### config.mk
export PLATFORM = sky130hd
export DESIGN_NAME = instr_fetch_unit_flat
export DESIGN_NICKNAME = d
export VERILOG_FILES = /design/src/rtl/instr_fetch_unit_if.sv /design/src/rtl/instr_fetch_unit.sv /design/src/flat_wrapper.sv
export SDC_FILE = /design/constraint.sdc
export NUM_CORES = 1
export LEC_CHECK = 0
export CELL_PAD_IN_SITES_DETAIL_PLACEMENT = 0
export CELL_PAD_IN_SITES_GLOBAL_PLACEMENT = 1
export CORE_MARGIN = 4
export CORE_UTILIZATION = 27
export DETAILED_ROUTE_END_ITERATION = 10
export PLACE_DENSITY_LB_ADDON = 0.15
export RECOVER_POWER = 50
export SETUP_SLACK_MARGIN = 0.3
export SLEW_MARGIN = 20
export SYNTH_ARGS = -nofsm -noshare
export SYNTH_HDL_FRONTEND = slang
export SYNTH_SLANG_ARGS = --single-unit
export TNS_END_PERCENT = 30
### constraint.sdc
create_clock -name clk -period 2.1 [get_ports clk]
set_input_delay 0.42 -clock clk [delete_from_list [all_inputs] [get_ports clk]]
set_output_delay 0.42 -clock clk [all_outputs]
set_load 0.02 [all_outputs]
### src/rtl/instr_fetch_unit_if.sv
// Fetch-stage bus bundle: instruction-memory request/response, downstream redirect,
// and the decode handshake carrying the held instruction and its control fields.
interface instr_fetch_unit_if;
   localparam int unsigned XLEN = 32;
   localparam int unsigned FW   = 6;

   logic            imem_req;
   logic [XLEN-1:0] imem_addr;
   logic            imem_ready;
   logic            imem_rvalid;
   logic [XLEN-1:0] imem_rdata;
   logic            redirect;
   logic [XLEN-1:0] redirect_pc;
   logic            ins_valid;
   logic            ins_ready;
   logic [XLEN-1:0] ins_word;
   logic [XLEN-1:0] ins_pc;
   logic [FW-1:0]   opcode;
   logic [FW-1:0]   func;

   modport master (
      output imem_req, imem_addr,
      input  imem_ready, imem_rvalid, imem_rdata,
      input  redirect, redirect_pc,
      output ins_valid,
      input  ins_ready,
      output ins_word, ins_pc, opcode, func
   );

   modport slave (
      input  imem_req, imem_addr,
      output imem_ready, imem_rvalid, imem_rdata,
      output redirect, redirect_pc,
      input  ins_valid,
      output ins_ready,
      input  ins_word, ins_pc, opcode, func
   );
endinterface

### src/rtl/instr_fetch_unit.sv
// Multi-cycle instruction fetch: owns the PC, keeps one memory request in flight,
// holds the returned word for decode and squashes stale fetches on redirect.
module instr_fetch_unit #(
   parameter logic [31:0] RESET_PC = 32'h0000_0000
) (
   input logic             clk,
   input logic             reset,
   instr_fetch_unit_if.master bus
);
   localparam int unsigned XLEN = 32;

   typedef enum logic [2:0] {IDLE, REQ, WAIT, HOLD, DRAIN} state_t;

   state_t          state;
   state_t          state_nxt;
   logic [XLEN-1:0] pc;
   logic [XLEN-1:0] word_q;
   logic [XLEN-1:0] word_pc_q;
   logic [XLEN-1:0] redirect_tgt;
   logic            capture;

   assign redirect_tgt = XLEN'(bus.redirect_pc & ~32'd3);
   // Only non-squashed data returned in WAIT becomes the held instruction.
   assign capture      = (state == WAIT) && bus.imem_rvalid && !bus.redirect;

   // State register
   always_ff @(posedge clk) begin
      if (reset) state <= IDLE;
      else       state <= state_nxt;
   end

   // Next-state logic; redirect outranks every normal transition
   always_comb begin
      state_nxt = state;
      unique case (state)
         IDLE:  state_nxt = REQ;
         REQ: begin
            if (bus.imem_ready) state_nxt = bus.redirect ? DRAIN : WAIT;
            else                state_nxt = REQ;
         end
         WAIT: begin
            if (bus.imem_rvalid)   state_nxt = bus.redirect ? REQ : HOLD;
            else if (bus.redirect) state_nxt = DRAIN;
         end
         HOLD: begin
            if (bus.redirect || bus.ins_ready) state_nxt = REQ;
         end
         DRAIN: begin
            if (bus.imem_rvalid) state_nxt = REQ;
         end
         default: state_nxt = IDLE;
      endcase
   end

   // PC and held-instruction registers
   always_ff @(posedge clk) begin
      if (reset) begin
         pc        <= XLEN'(RESET_PC & ~32'd3);
         word_q    <= '0;
         word_pc_q <= '0;
      end else begin
         if (bus.redirect)  pc <= redirect_tgt;
         else if (capture)  pc <= pc + XLEN'(4);
         if (capture) begin
            word_q    <= bus.imem_rdata;
            word_pc_q <= pc;
         end
      end
   end

   // Output decode; ins_valid drops combinationally in a redirect cycle
   always_comb begin
      bus.imem_req  = 1'b0;
      bus.imem_addr = pc;
      bus.ins_valid = 1'b0;
      bus.ins_word  = word_q;
      bus.ins_pc    = word_pc_q;
      bus.opcode    = word_q[31:26];
      bus.func      = word_q[5:0];
      if (state == REQ)  bus.imem_req  = 1'b1;
      if (state == HOLD) bus.ins_valid = !bus.redirect;
   end
endmodule

### src/flat_wrapper.sv
// flat-port wrapper written by rule: the top's interface ports become plain ports
module instr_fetch_unit_flat 
#(
   parameter logic [31:0] RESET_PC = 32'h0000_0000
)
  (clk, reset, bus_imem_req, bus_imem_addr, bus_imem_ready, bus_imem_rvalid, bus_imem_rdata, bus_redirect, bus_redirect_pc, bus_ins_valid, bus_ins_ready, bus_ins_word, bus_ins_pc, bus_opcode, bus_func);
  instr_fetch_unit_if bus_i ();
  input logic clk;
  input logic reset;
  output wire logic [$bits(bus_i.imem_req)-1:0] bus_imem_req;
  output wire logic [$bits(bus_i.imem_addr)-1:0] bus_imem_addr;
  input wire logic [$bits(bus_i.imem_ready)-1:0] bus_imem_ready;
  input wire logic [$bits(bus_i.imem_rvalid)-1:0] bus_imem_rvalid;
  input wire logic [$bits(bus_i.imem_rdata)-1:0] bus_imem_rdata;
  input wire logic [$bits(bus_i.redirect)-1:0] bus_redirect;
  input wire logic [$bits(bus_i.redirect_pc)-1:0] bus_redirect_pc;
  output wire logic [$bits(bus_i.ins_valid)-1:0] bus_ins_valid;
  input wire logic [$bits(bus_i.ins_ready)-1:0] bus_ins_ready;
  output wire logic [$bits(bus_i.ins_word)-1:0] bus_ins_word;
  output wire logic [$bits(bus_i.ins_pc)-1:0] bus_ins_pc;
  output wire logic [$bits(bus_i.opcode)-1:0] bus_opcode;
  output wire logic [$bits(bus_i.func)-1:0] bus_func;
  assign bus_imem_req = bus_i.imem_req;
  assign bus_imem_addr = bus_i.imem_addr;
  assign bus_i.imem_ready = bus_imem_ready;
  assign bus_i.imem_rvalid = bus_imem_rvalid;
  assign bus_i.imem_rdata = bus_imem_rdata;
  assign bus_i.redirect = bus_redirect;
  assign bus_i.redirect_pc = bus_redirect_pc;
  assign bus_ins_valid = bus_i.ins_valid;
  assign bus_i.ins_ready = bus_ins_ready;
  assign bus_ins_word = bus_i.ins_word;
  assign bus_ins_pc = bus_i.ins_pc;
  assign bus_opcode = bus_i.opcode;
  assign bus_func = bus_i.func;
  instr_fetch_unit #(.RESET_PC(RESET_PC)) u_core (.clk(clk), .reset(reset), .bus(bus_i));
endmodule
# --- Yosys cells after proc, flatten, opt, wreduce, memory -nomap -nowiden ---
# Index checks and enable logic that the tools add are counted.
totals:
  ff_bits: 99
  inputBits: 70
  out_inout_bits: 110
  word_cells: 33
op_classes:
  n_addsub: 1
  eq_ne: 7
  n_mux: 12
  reduce_logical: 8
ops:
  columns: ["op", "n"]
  rows:
  - ["$mux W32", 2]
  - ["$add A32 B3 Y32 const B", 1]
  - ["$mux W3", 6]
  - ["$pmux W3 S5", 1]
  - ["$eq A3 B2 Y1 const B", 2]
  - ["$eq A3 B1 Y1 const B", 1]
  - ["$eq A3 B3 Y1 const B", 1]
  - ["$logic_not A3 Y1", 1]
  - ["$ne A3 B3 Y1 const B", 1]
  - ["$reduce_and A3 Y1", 1]
  - ["$logic_and A1 B1 Y1", 2]
  - ["$mux W1", 2]
  - ["$mux W2", 1]
  - ["$ne A2 B1 Y1 const B", 1]
  - ["$ne A2 B2 Y1 const B", 1]
  - ["$reduce_bool A2 Y1", 1]
  - ["$reduce_or A2 Y1", 1]
  - ["$logic_not A1 Y1", 1]
  - ["$logic_or A1 B1 Y1", 1]

# --- Logic depth before layout (Yosys ltp) ---
# Gate-level depths: netlist of run 1.
depth:
  ltp_word: 5
  ltp_mapped: 7
  ltp_nobuf: 5

# --- Worst setup path after synthesis of run 1 ---
# No wires, ideal clock.
synth_path:
  path_type: "reg-to-reg"
  from: "reg u_core.pc[2] (netlist: u_core.bus.imem_addr[2])"
  to: "reg u_core.pc[22] (netlist: u_core.bus.imem_addr[22])"
  setup_time_ps: 103
  arrival_time_ps: 2062
  required_ps: 1997
  path_slack_ps: -65
  stages_incl_launch_ff: 7
  n_path_buf: 1
  path_cell_list: "dfxtp_1 ha_1 nand3_1 or4_4 buf_2 o21a_1 a2111oi_2"
synth_between:
  elab_chain_len: 3
synth_lines:
  columns: ["item", "line", "rtl"]
  rows:
  - ["start, declared", "instr_fetch_unit.sv:16", "logic [XLEN-1:0] pc;"]
  - ["start signal, assigned", "instr_fetch_unit.sv:58", "pc <= XLEN'(RESET_PC & ~32'd3);"]
  - ["start signal, assigned", "instr_fetch_unit.sv:62", "if (bus.redirect) pc <= redirect_tgt;"]
  - ["start signal, assigned", "instr_fetch_unit.sv:63", "else if (capture) pc <= pc + XLEN'(4);"]
  - ["$add A32 B3 Y32", "instr_fetch_unit.sv:63", null]
  - ["$mux W32", "instr_fetch_unit.sv:63", null]
  - ["$mux W32", "instr_fetch_unit.sv:62", null]
# Every way passes these cells. The select of a mux whose other input is x is not followed.
# A chain may end at the register's enable or synchronous reset.

# --- Worst setup path in the final report of run 1 ---
layout_path:
  from: "in bus_redirect"
  to: "out bus_ins_valid"
layout_between:
  elab_chain_len: 2
layout_lines:
  columns: ["item", "line", "rtl"]
  rows:
  - ["start, declared", "flat_wrapper.sv:15", "input wire logic [$bits(bus_i.redirect)-1:0] bus_redirect;"]
  - ["$logic_not A1 Y1", "instr_fetch_unit.sv:81", "if (state == HOLD) bus.ins_valid = !bus.redirect;"]
  - ["$mux W1", "instr_fetch_unit.sv:81", null]
  - ["end, declared", "flat_wrapper.sv:17", "output wire logic [$bits(bus_i.ins_valid)-1:0] bus_ins_valid;"]
# Every way passes these cells.

==> summary by stage, run 1 <==
Run status
The flow ran to the end, and the final reports show no timing, DRC or antenna violations.

Routing
Dividing the detail-routed via count by the number of cells gives 4.79. The initial DRC count is 186. For this run, design rule violations remaining after detail routing come to 0.

The number of nets with antenna violations after routing is 0. The final routed wire length divided by cell count is 16.0 um. The routed layout has 4469 vias. The detailed-route wire length is 14900 um. The number of detailed-routing iterations run before antenna repair is 4.

Floorplanning
The floorplan step set the die height to 133 um. The core footprint is 0.0153 mm^2. The die is 133 um wide. The floorplan row count is 45. The area of the die is 0.0177 mm^2. For this configuration, the core starts out at a cell density of 0.276. During I/O placement, the number of pins put on the boundary was 180.

Pwr
Summed over all cells, the static leakage comes to 2.38 nW. The worst-case IR drop observed on VDD is 0.371 mV. The power density over the cells is 607 mW/mm^2. The post-layout total power is 4.09 mW.

Timing
Derived from the worst setup path, the maximum achievable clock frequency is 0.521 GHz. Setup repair after global routing could not meet its margin everywhere. The clock arrives with 0.00777 ns of skew. Hold timing on the final database bottoms out at a slack of 0.277 ns.

In the finished design, the share of the clock period the worst path needs comes to 0.915. The number of hold violations in the final report was 0. Setup violations remaining at the end of the flow were counted as 0. The number of max-slew violations in the final report came to 0. The relative slew slack is 0.606.

Setup total negative slack on the finished layout was measured at 0 ns. The final worst slack is 0.179 ns. The final period demand of the worst path is 1.92 ns. The slew at the pin closest to its max-slew limit is 0.591 ns.

Setup path
The endpoint identified for the worst register-to-register timing path is u_core.bus.imem_addr[20]. The startpoint of the most critical register-to-register path is u_core.bus.imem_addr[2]. Along the worst path, the maximum fanout reaches 2. The arrival time reported for the critical path endpoint is 1.50 ns. The launching element type of the critical path is an input port. In this run the register-to-register setup slack is 0.28 ns. The number of cells on the worst reg-to-reg path is 5. The kind of end point of the critical path is a primary output.

The launching instance or port of the critical path is bus_redirect. STA puts the critical path data required time at 1.68 ns. The category of the most critical setup path is in -> out. The last element of the critical path is bus_ins_valid.

Logic synthesis
The post-synthesis instance total is 534. A synthesized cell averages 7.90 um^2. The total of warnings raised by yosys is 0. In this run, synthesis inferred 0 flip-flops with an integrated enable.

The synthesized design contains 95 register bits. The biggest area contributor in the post-synthesis netlist is sky130_fd_sc_hd__dfxtp_1. The number of distinct library cells after synthesis is 52. In the synthesized netlist the async set-or-reset flop fraction comes to 0. The sequential area share after synthesis is 0.451. The post-synthesis instance area is 0.00422 mm^2.

For this run, the leading register cell type out of synthesis is sky130_fd_sc_hd__dfxtp_1. The proportion of netlist area held by the largest area contributor is 0.451. Yosys attributes the largest share of cell area to sky130_fd_sc_hd__dfxtp_1 45%, sky130_fd_sc_hd__nand2_1 13%, sky130_fd_sc_hd__a21oi_1 8.1%, sky130_fd_sc_hd__buf_4 2.8%, sky130_fd_sc_hd__clkbuf_1 2.8%.

Hold path
The type of the worst min-delay path is in -> reg.

GRT
The first-pass GRT wire length is 23100 um. The number of global-route vias before repair is 4281. After global routing the overflow that remains totals 0.

Entering global routing, the biggest net connects 54 pins. The initial antenna violation count is 0. Across every metal layer, demand over resource in global routing totals 0.163.

Placement
The congestion estimate from routability-driven global placement came to 0.865. The number of buffer cells added on primary ports is 173. Before CTS, the worst setup slack after placement is -0.353 ns. The post-DP HPWL is 10900 um.

In this run, placement finished with an instance count of 912.

Clock network
TritonCTS built the clock tree. The total number of H-tree levels is 3. The total clock buffers created by CTS is 9. The clock-pin slew of the registers on the worst-case setup and hold paths is 0.07 ns. The insertion delay of the later-clocked pin in the worst-skew pair is 0.35 ns. The clock tree root driver cell is sky130_fd_sc_hd__clkbuf_16. The maximum root-to-sink buffer count is 2. The clock drives 95 sinks.

Layout
Compared with the post-synthesis result, the final layout area differs by 59.6%. After filler insertion, the fill cell instance count of the layout stands at 1596. For this run, the number of standard cells in the final layout without fillers is 933. The share of cells above drive strength 1 is 0.134. The repair_antennas step left the layout with diodes totalling 0. Summing all flip-flop and latch instances after layout gives 0.00193 mm^2. For this run, the post-layout net count is 789. The multi-input combinational cell area is 0.00215 mm^2.

Run
The count of max-cap constraint violations is 0.
## power breakdown
group / switching [mW] / internal [mW]
combinational: 0.260 / 0.259
sequential: 0.0753 / 1.85
clock: 0.721 / 0.919
total: 1.06 / 3.03
## kinds of logic after synthesis
kind of cell	synth area share
adders and majority gates	0.00297
buffers and inverters	0.0703
and+or+nand+nor	0.276
DFF	0.451
other	0.000889
AOI/OAI and AO/OA	0.176
xor gates and xnor gates	0.0229
## how the worst min path moves through the flow
stage                        startpoint                       end  slack [ns]  cells after the start
3_3_place_gp     u_core.bus.ins_word[7]    u_core.bus.ins_word[7]        0.44                      2
3_5_place_dp      u_core.bus.ins_pc[17]     u_core.bus.ins_pc[17]        0.45                      2
5_1_grt                           reset  u_core.bus.imem_addr[22]        0.28                      2
2_1_floorplan  u_core.bus.imem_addr[11]     u_core.bus.ins_pc[11]        0.52                      2
6_report                          reset  u_core.bus.imem_addr[22]        0.28                      2
4_1_cts                           reset  u_core.bus.imem_addr[22]        0.28                      2
## sequential cells by signal (all words and copies together) (netlist names)
register and flops:
u_core.bus.ins_word 32, u_core.bus.ins_pc 30, u_core.state 3, u_core.bus.imem_addr 30
## what timing repair did
item,4_1_cts,5_1_grt
gates resized for setup,32,28
setup endpoints to repair,114,97
pin swaps,9,6
cloned,1,1
setup buffers,3,1
hold buffers,0,0
## per-layer routing
layer | up-vias | global-route usage | wire length [um]
met5 | - | 0 | 0
met4 | 0 | 0.0595 | 241
met3 | 16 | 0.0319 | 823
met2 | 133 | 0.266 | 7090
met1 | 2094 | 0.213 | 6780
li1 | 2226 | - | -
## cells in the final DEF, fill, tap and decap left out, types with 2 or more instances in the layout
master and n:
sky130_fd_sc_hd__or4_1 3, sky130_fd_sc_hd__nor4_1 4, sky130_fd_sc_hd__buf_4 38, sky130_fd_sc_hd__clkinv_4 2, sky130_fd_sc_hd__and4_1 3, sky130_fd_sc_hd__nor3_1 8
sky130_fd_sc_hd__conb_1 4, sky130_fd_sc_hd__dlygate4sd2_1 14, sky130_fd_sc_hd__dfxtp_2 4, sky130_fd_sc_hd__a21oi_1 68, sky130_fd_sc_hd__buf_12 2, sky130_fd_sc_hd__inv_1 5
sky130_fd_sc_hd__nand3_1 18, sky130_fd_sc_hd__nand4_1 8, sky130_fd_sc_hd__clkbuf_16 10, sky130_fd_sc_hd__nand3_4 2, sky130_fd_sc_hd__o211ai_1 7, sky130_fd_sc_hd__xor2_1 3
sky130_fd_sc_hd__clkbuf_1 14, sky130_fd_sc_hd__clkinv_2 2, sky130_fd_sc_hd__dfxtp_1 85, sky130_fd_sc_hd__dlygate4sd3_1 25, sky130_fd_sc_hd__nor2_1 28, sky130_fd_sc_hd__or3_1 5
sky130_fd_sc_hd__or3_4 3, sky130_fd_sc_hd__xnor2_1 8, sky130_fd_sc_hd__o31ai_1 4, sky130_fd_sc_hd__buf_6 5, sky130_fd_sc_hd__nand2_1 140, sky130_fd_sc_hd__o21ai_0 5
sky130_fd_sc_hd__o21a_1 2, sky130_fd_sc_hd__a311oi_2 2, sky130_fd_sc_hd__nor4_2 2, sky130_fd_sc_hd__and3_1 4, sky130_fd_sc_hd__a311oi_1 6, sky130_fd_sc_hd__dfxtp_4 6
sky130_fd_sc_hd__clkdlybuf4s50_1 122, sky130_fd_sc_hd__a32oi_1 6, sky130_fd_sc_hd__a211oi_1 12
## Yosys cell counts, types with 5 or more instances
cell / count
sky130_fd_sc_hd__a211oi_1: 12
sky130_fd_sc_hd__a21oi_1: 68
sky130_fd_sc_hd__a311oi_1: 8
sky130_fd_sc_hd__a32oi_1: 6
sky130_fd_sc_hd__and3_1: 5
sky130_fd_sc_hd__buf_4: 16
sky130_fd_sc_hd__clkbuf_1: 32
sky130_fd_sc_hd__dfxtp_1: 95
sky130_fd_sc_hd__inv_1: 5
sky130_fd_sc_hd__nand2_1: 141
sky130_fd_sc_hd__nand3_1: 20
sky130_fd_sc_hd__nand4_1: 8
sky130_fd_sc_hd__nor2_1: 30
sky130_fd_sc_hd__nor3_1: 8
sky130_fd_sc_hd__nor4_1: 6
sky130_fd_sc_hd__o211ai_1: 7
sky130_fd_sc_hd__o21ai_0: 5
sky130_fd_sc_hd__or3_1: 6
sky130_fd_sc_hd__xnor2_1: 8
## through the flow
step | util | cell area, um^2
3_3_place_gp | 0.417 | 6360
3_5_place_dp | 0.417 | 6360
4_1_cts | 0.439 | 6700
2_1_floorplan | - | 4270
6_report | 0.441 | 6730
5_1_grt | 0.441 | 6730
## worst max-delay path, stage by stage
cell                            delay, ns
sky130_fd_sc_hd__dlygate4sd3_1       0.60
sky130_fd_sc_hd__nor4bb_2            0.27
sky130_fd_sc_hd__buf_2               0.20
## area by class of cell
type,instances,area share
multi-input cells,383,0.320
inverters,6,0.00353
well taps,211,0.0392
repair buffers,223,0.308
flip-flops and latches,95,0.287
clock buffers,10,0.0340
clock inverters,5,0.00893
No activity file was read; power rests on OpenSTA's default activity.
==> run 2, diff against run 1 <==
--- a/config.mk
+++ b/config.mk
@@ -5,6 +5,7 @@
 export SDC_FILE = /design/constraint.sdc
 export NUM_CORES = 1
 export LEC_CHECK = 0
+export ABC_AREA = 1
 export CELL_PAD_IN_SITES_DETAIL_PLACEMENT = 0
 export CELL_PAD_IN_SITES_GLOBAL_PLACEMENT = 1
 export CORE_MARGIN = 4
==> summary by stage, run 2 <==
GRT
Entering global routing, the biggest net connects 65 pins. In the global route stage, overall resource usage came out at 0.166. The global route total overflow is 0.

The number of global-route vias before repair is 4505. The initial antenna violation count is 0. The first global-routing pass estimated 24200 um of wire.

Setup path
STA classifies the critical path endpoint as a primary output. The largest driver fanout on the critical path is 5. The critical path goes through clkdlybuf4s50_1. Together, buffers and inverters on the worst path number 1. The worst setup path is launched from a flop.

For this run, the slowest stage of the critical path takes 0.68 ns. The largest individual stage delay along the critical path comes from the cell sky130_fd_sc_hd__clkdlybuf4s50_1. The category of the most critical setup path is reg -> out. The required time at the worst-slack endpoint is 1.68 ns. In this run the critical register-to-register path is launched from u_core.bus.imem_addr[3]. The launching instance or port of the critical path is u_core.bus.imem_addr[10].

The cell family contributing the most delay on the critical path is buffers and inverters. Data arrives at the worst endpoint at 1.46 ns.

Layout
The final cell utilization of the core is 0.407. The commonest non-fill, non-tap cell in the layout is sky130_fd_sc_hd__clkdlybuf4s50_1. In the final layout, the share of cells above drive strength 1 is 0.0663. The number of flip-flops under the largest register name is 32.

The area growth from synthesis to layout is 48.4%. The final-layout fill cell count is 1737. The number of antenna diodes in the final layout is 0. The final net count is 881. The library cells used most frequently in the layout, excluding fill and tap cells, are 153 x sky130_fd_sc_hd__clkdlybuf4s50_1, 151 x sky130_fd_sc_hd__nor2_1, 117 x sky130_fd_sc_hd__nand2_1.

Run
The count of max-cap constraint violations is 0.

Floorplanning
The die covers 0.0189 mm^2. The height of the die is 137 um. The initial utilization of the core area, before any placement, comes to 0.274. The I/O pin total is 180. The floorplan row count is 47.

The core footprint is 0.0165 mm^2. The width of the die is 137 um.

Logic synthesis
Counting flops with a built-in enable in the synthesized netlist gives 0. Yosys instantiated no cell more often than sky130_fd_sc_hd__nor2_1. The Yosys step of the flow raised 0 warnings.

Sorting the synthesized cells by area gives the leading types as sky130_fd_sc_hd__dfxtp_1 42%, sky130_fd_sc_hd__nor2_1 12%, sky130_fd_sc_hd__nand2_1 9.6%, sky130_fd_sc_hd__o21ai_0 7.2%, sky130_fd_sc_hd__nand3_1 4.3%. The share of synthesized area in the top cell type comes to 0.421. For this run, asynchronously set or reset flops after synthesis account for 0. sky130_fd_sc_hd__dfxtp_1 takes more of the synthesized area than any other cell.

The post-synthesis instance total is 650. Yosys mapped the design onto 37 distinct sky130hd cell types. By count the netlist is led by 148 x sky130_fd_sc_hd__nor2_1, 116 x sky130_fd_sc_hd__nand2_1, 95 x sky130_fd_sc_hd__dfxtp_1. The post-synthesis instance area is 0.00451 mm^2. In this run the mean area of a mapped cell was 6.95 um^2. The synthesized flop and latch total is 95. The sequential area share after synthesis is 0.421.

For this run, the leading register cell type out of synthesis is sky130_fd_sc_hd__dfxtp_1.

Pwr
The worst voltage drop across the vdd grid is 0.377 mV. The share of total power dissipated in the clock network is 0.426. For this design the static power due to leakage is 2.57 nW. The net switching component of the power is 1.16 mW. The sequential share of power is 0.443. The power density over the cells is 648 mW/mm^2. The part of the power in combinational logic is 0.131.

The completed layout was analyzed and its total power is 4.34 mW. The internal power of the cells totals 3.19 mW. Of the total power, the share spent switching nets is 0.266.

Clock network
For the worst-skew pair, the clock arrives at the later sink with an insertion delay of 0.35 ns. In this run the post-CTS setup repair buffer count came out at 0. The maximum root-to-sink buffer count is 2. Buffers inserted during clock tree synthesis total 9. Clock-pin slew was measured on the worst setup and hold paths at 0.07 ns. The number of sinks driven by the clock tree is 95. TritonCTS built the clock tree. For this design, the CTS-stage hold fixing added 0 buffers.

The H-tree generated during clock tree synthesis spans 3 levels. The cell sitting at the root of the clock tree is a sky130_fd_sc_hd__clkbuf_16.

Routing
Across all layers, the routed design uses 4704 vias. The ratio of routed vias to standard cells is 4.54. The total DRC errors in the routed layout is 0. The detailed-route wire length is 15900 um.

The detailed router finished its first iteration with 214 violations. The final routed wire length divided by cell count is 15.4 um. The first detailed-routing pass took 4 iterations.

The number of nets with antenna violations after routing is 0.

Timing
Setup repair after global routing could not meet its margin everywhere. The number of setup violations in the final report is 0. Between clock sinks in the finished design, the worst skew comes to 0.00741 ns. The number of max-slew violations in the final report is 0. Subtracting the final worst setup slack from the clock period gives 1.88 ns. Of the available clock period, the critical path in the final layout requires 0.895.

Timing would allow up to 0.532 GHz. The number of hold violations in the final report is 0. The accumulated negative setup slack is 0 ns.

Placement
The number of buffer cells added on primary ports is 173. After legalization and detailed placement, the total HPWL measured 11600 um. The placer's final routability congestion estimate is 0.810.

Run status
The flow ran to the end, and the final reports show no timing, DRC or antenna violations.

Hold path
The tightest min-delay check is of the reg -> reg type. The startpoint identified for the worst hold timing path is u_core.bus.ins_pc[11].
run 2: cell count changes in the layout (fill, tap and decap cells not counted), sizes merged, moves of 9 or more:
cell / delta
a211oi: -9
a21oi: -37
buf: -28
clkdlybuf4s50: +31
dlygate4sd3: -22
inv: +40
nand2: -20
nand3: +19
nor2: +128
o21ai: +61
run 2: routing by layer:
metal / vias to the layer above / part of all wire / GRT usage
li1: 2405 / - / -
met1: 2130 / 0.47 / 0.220
met2: 150 / 0.45 / 0.271
met3: 19 / 0.057 / 0.0292
met4: 0 / 0.019 / 0.0599
met5: - / 0 / 0
run 2: cell families (layout without fill, tap and decap cells):
kind of cell,count (synthesis),count (layout),synth area share
AO/OA/AOI/OAI,113,113,0.132
XOR/XNOR,7,7,0.0136
buffers and inverters,89,251,0.0987
adder cells (fa/ha/maj),1,1,0.00277
AND/OR/NAND/NOR,344,344,0.331
other,1,4,0.000831
flip-flops,95,95,0.421
run 2: final cells by class:
type / count / area [um^2] / share of cell area
Sequential cell: 95 / 1900 / 0.284
Tap cell: 220 / 275 / 0.0411
Clock buffer: 9 / 225 / 0.0336
Inverter: 43 / 161 / 0.0241
Clock inverter: 7 / 103 / 0.0153
Multi-Input combinational cell: 469 / 2160 / 0.322
Timing Repair Buffer: 192 / 1870 / 0.280
run 2: what timing repair did:
item / CTS / global route
gates cloned: 0 / 0
hold endpoints to repair: 0 / 0
endpoints found under the setup margin: 32 / 32
resized for setup: 12 / 11
run 2: tightest hold or removal path, cell delays in order (launching register included):
cell and delay [ns]:
sky130_fd_sc_hd__dfxtp_1 0.33, sky130_fd_sc_hd__nor2_1 0.05, sky130_fd_sc_hd__nor2_1 0.08
run 2: through the flow:
step / instances / area [um^2] / worst slack [ns] / hold WS, ns
after floorplan: 653 / 4530 / 0.485 / 0.498
after global placement: 1019 / 6470 / 0.00809 / 0.462
after detailed placement: 1019 / 6470 / 0.0268 / 0.474
after CTS: 1035 / 6780 / 0.183 / 0.489
after global routing: 1035 / 6700 / 0.0990 / 0.513
final: 1035 / 6700 / 0.221 / 0.482
run 2: power groups by stage:
| stage | Sequential [mW] | Combinational [mW] | Clock [mW] |
|---|---|---|---|
| final | 1.92 | 0.568 | 1.85 |
| after global routing | 1.93 | 0.621 | 2.00 |
| after CTS | 1.92 | 0.588 | 1.91 |
| after detailed placement | 1.97 | 0.591 | 0 |
| after global placement | 1.96 | 0.586 | 0 |
| after floorplan | 2.00 | 0.222 | 0 |
run 2: final timing paths:
| kind | end | slack [ns] | cells after the start |
|---|---|---|---|
| worst min register to register | u_core.bus.ins_pc[11] | 0.48 | 2 |
| worst max register to register | u_core.bus.imem_addr[20] | 0.26 | 10 |
| worst max-delay path | bus_imem_addr[10] | 0.22 | 1 |
| worst min-delay path | u_core.bus.ins_pc[11] | 0.48 | 2 |
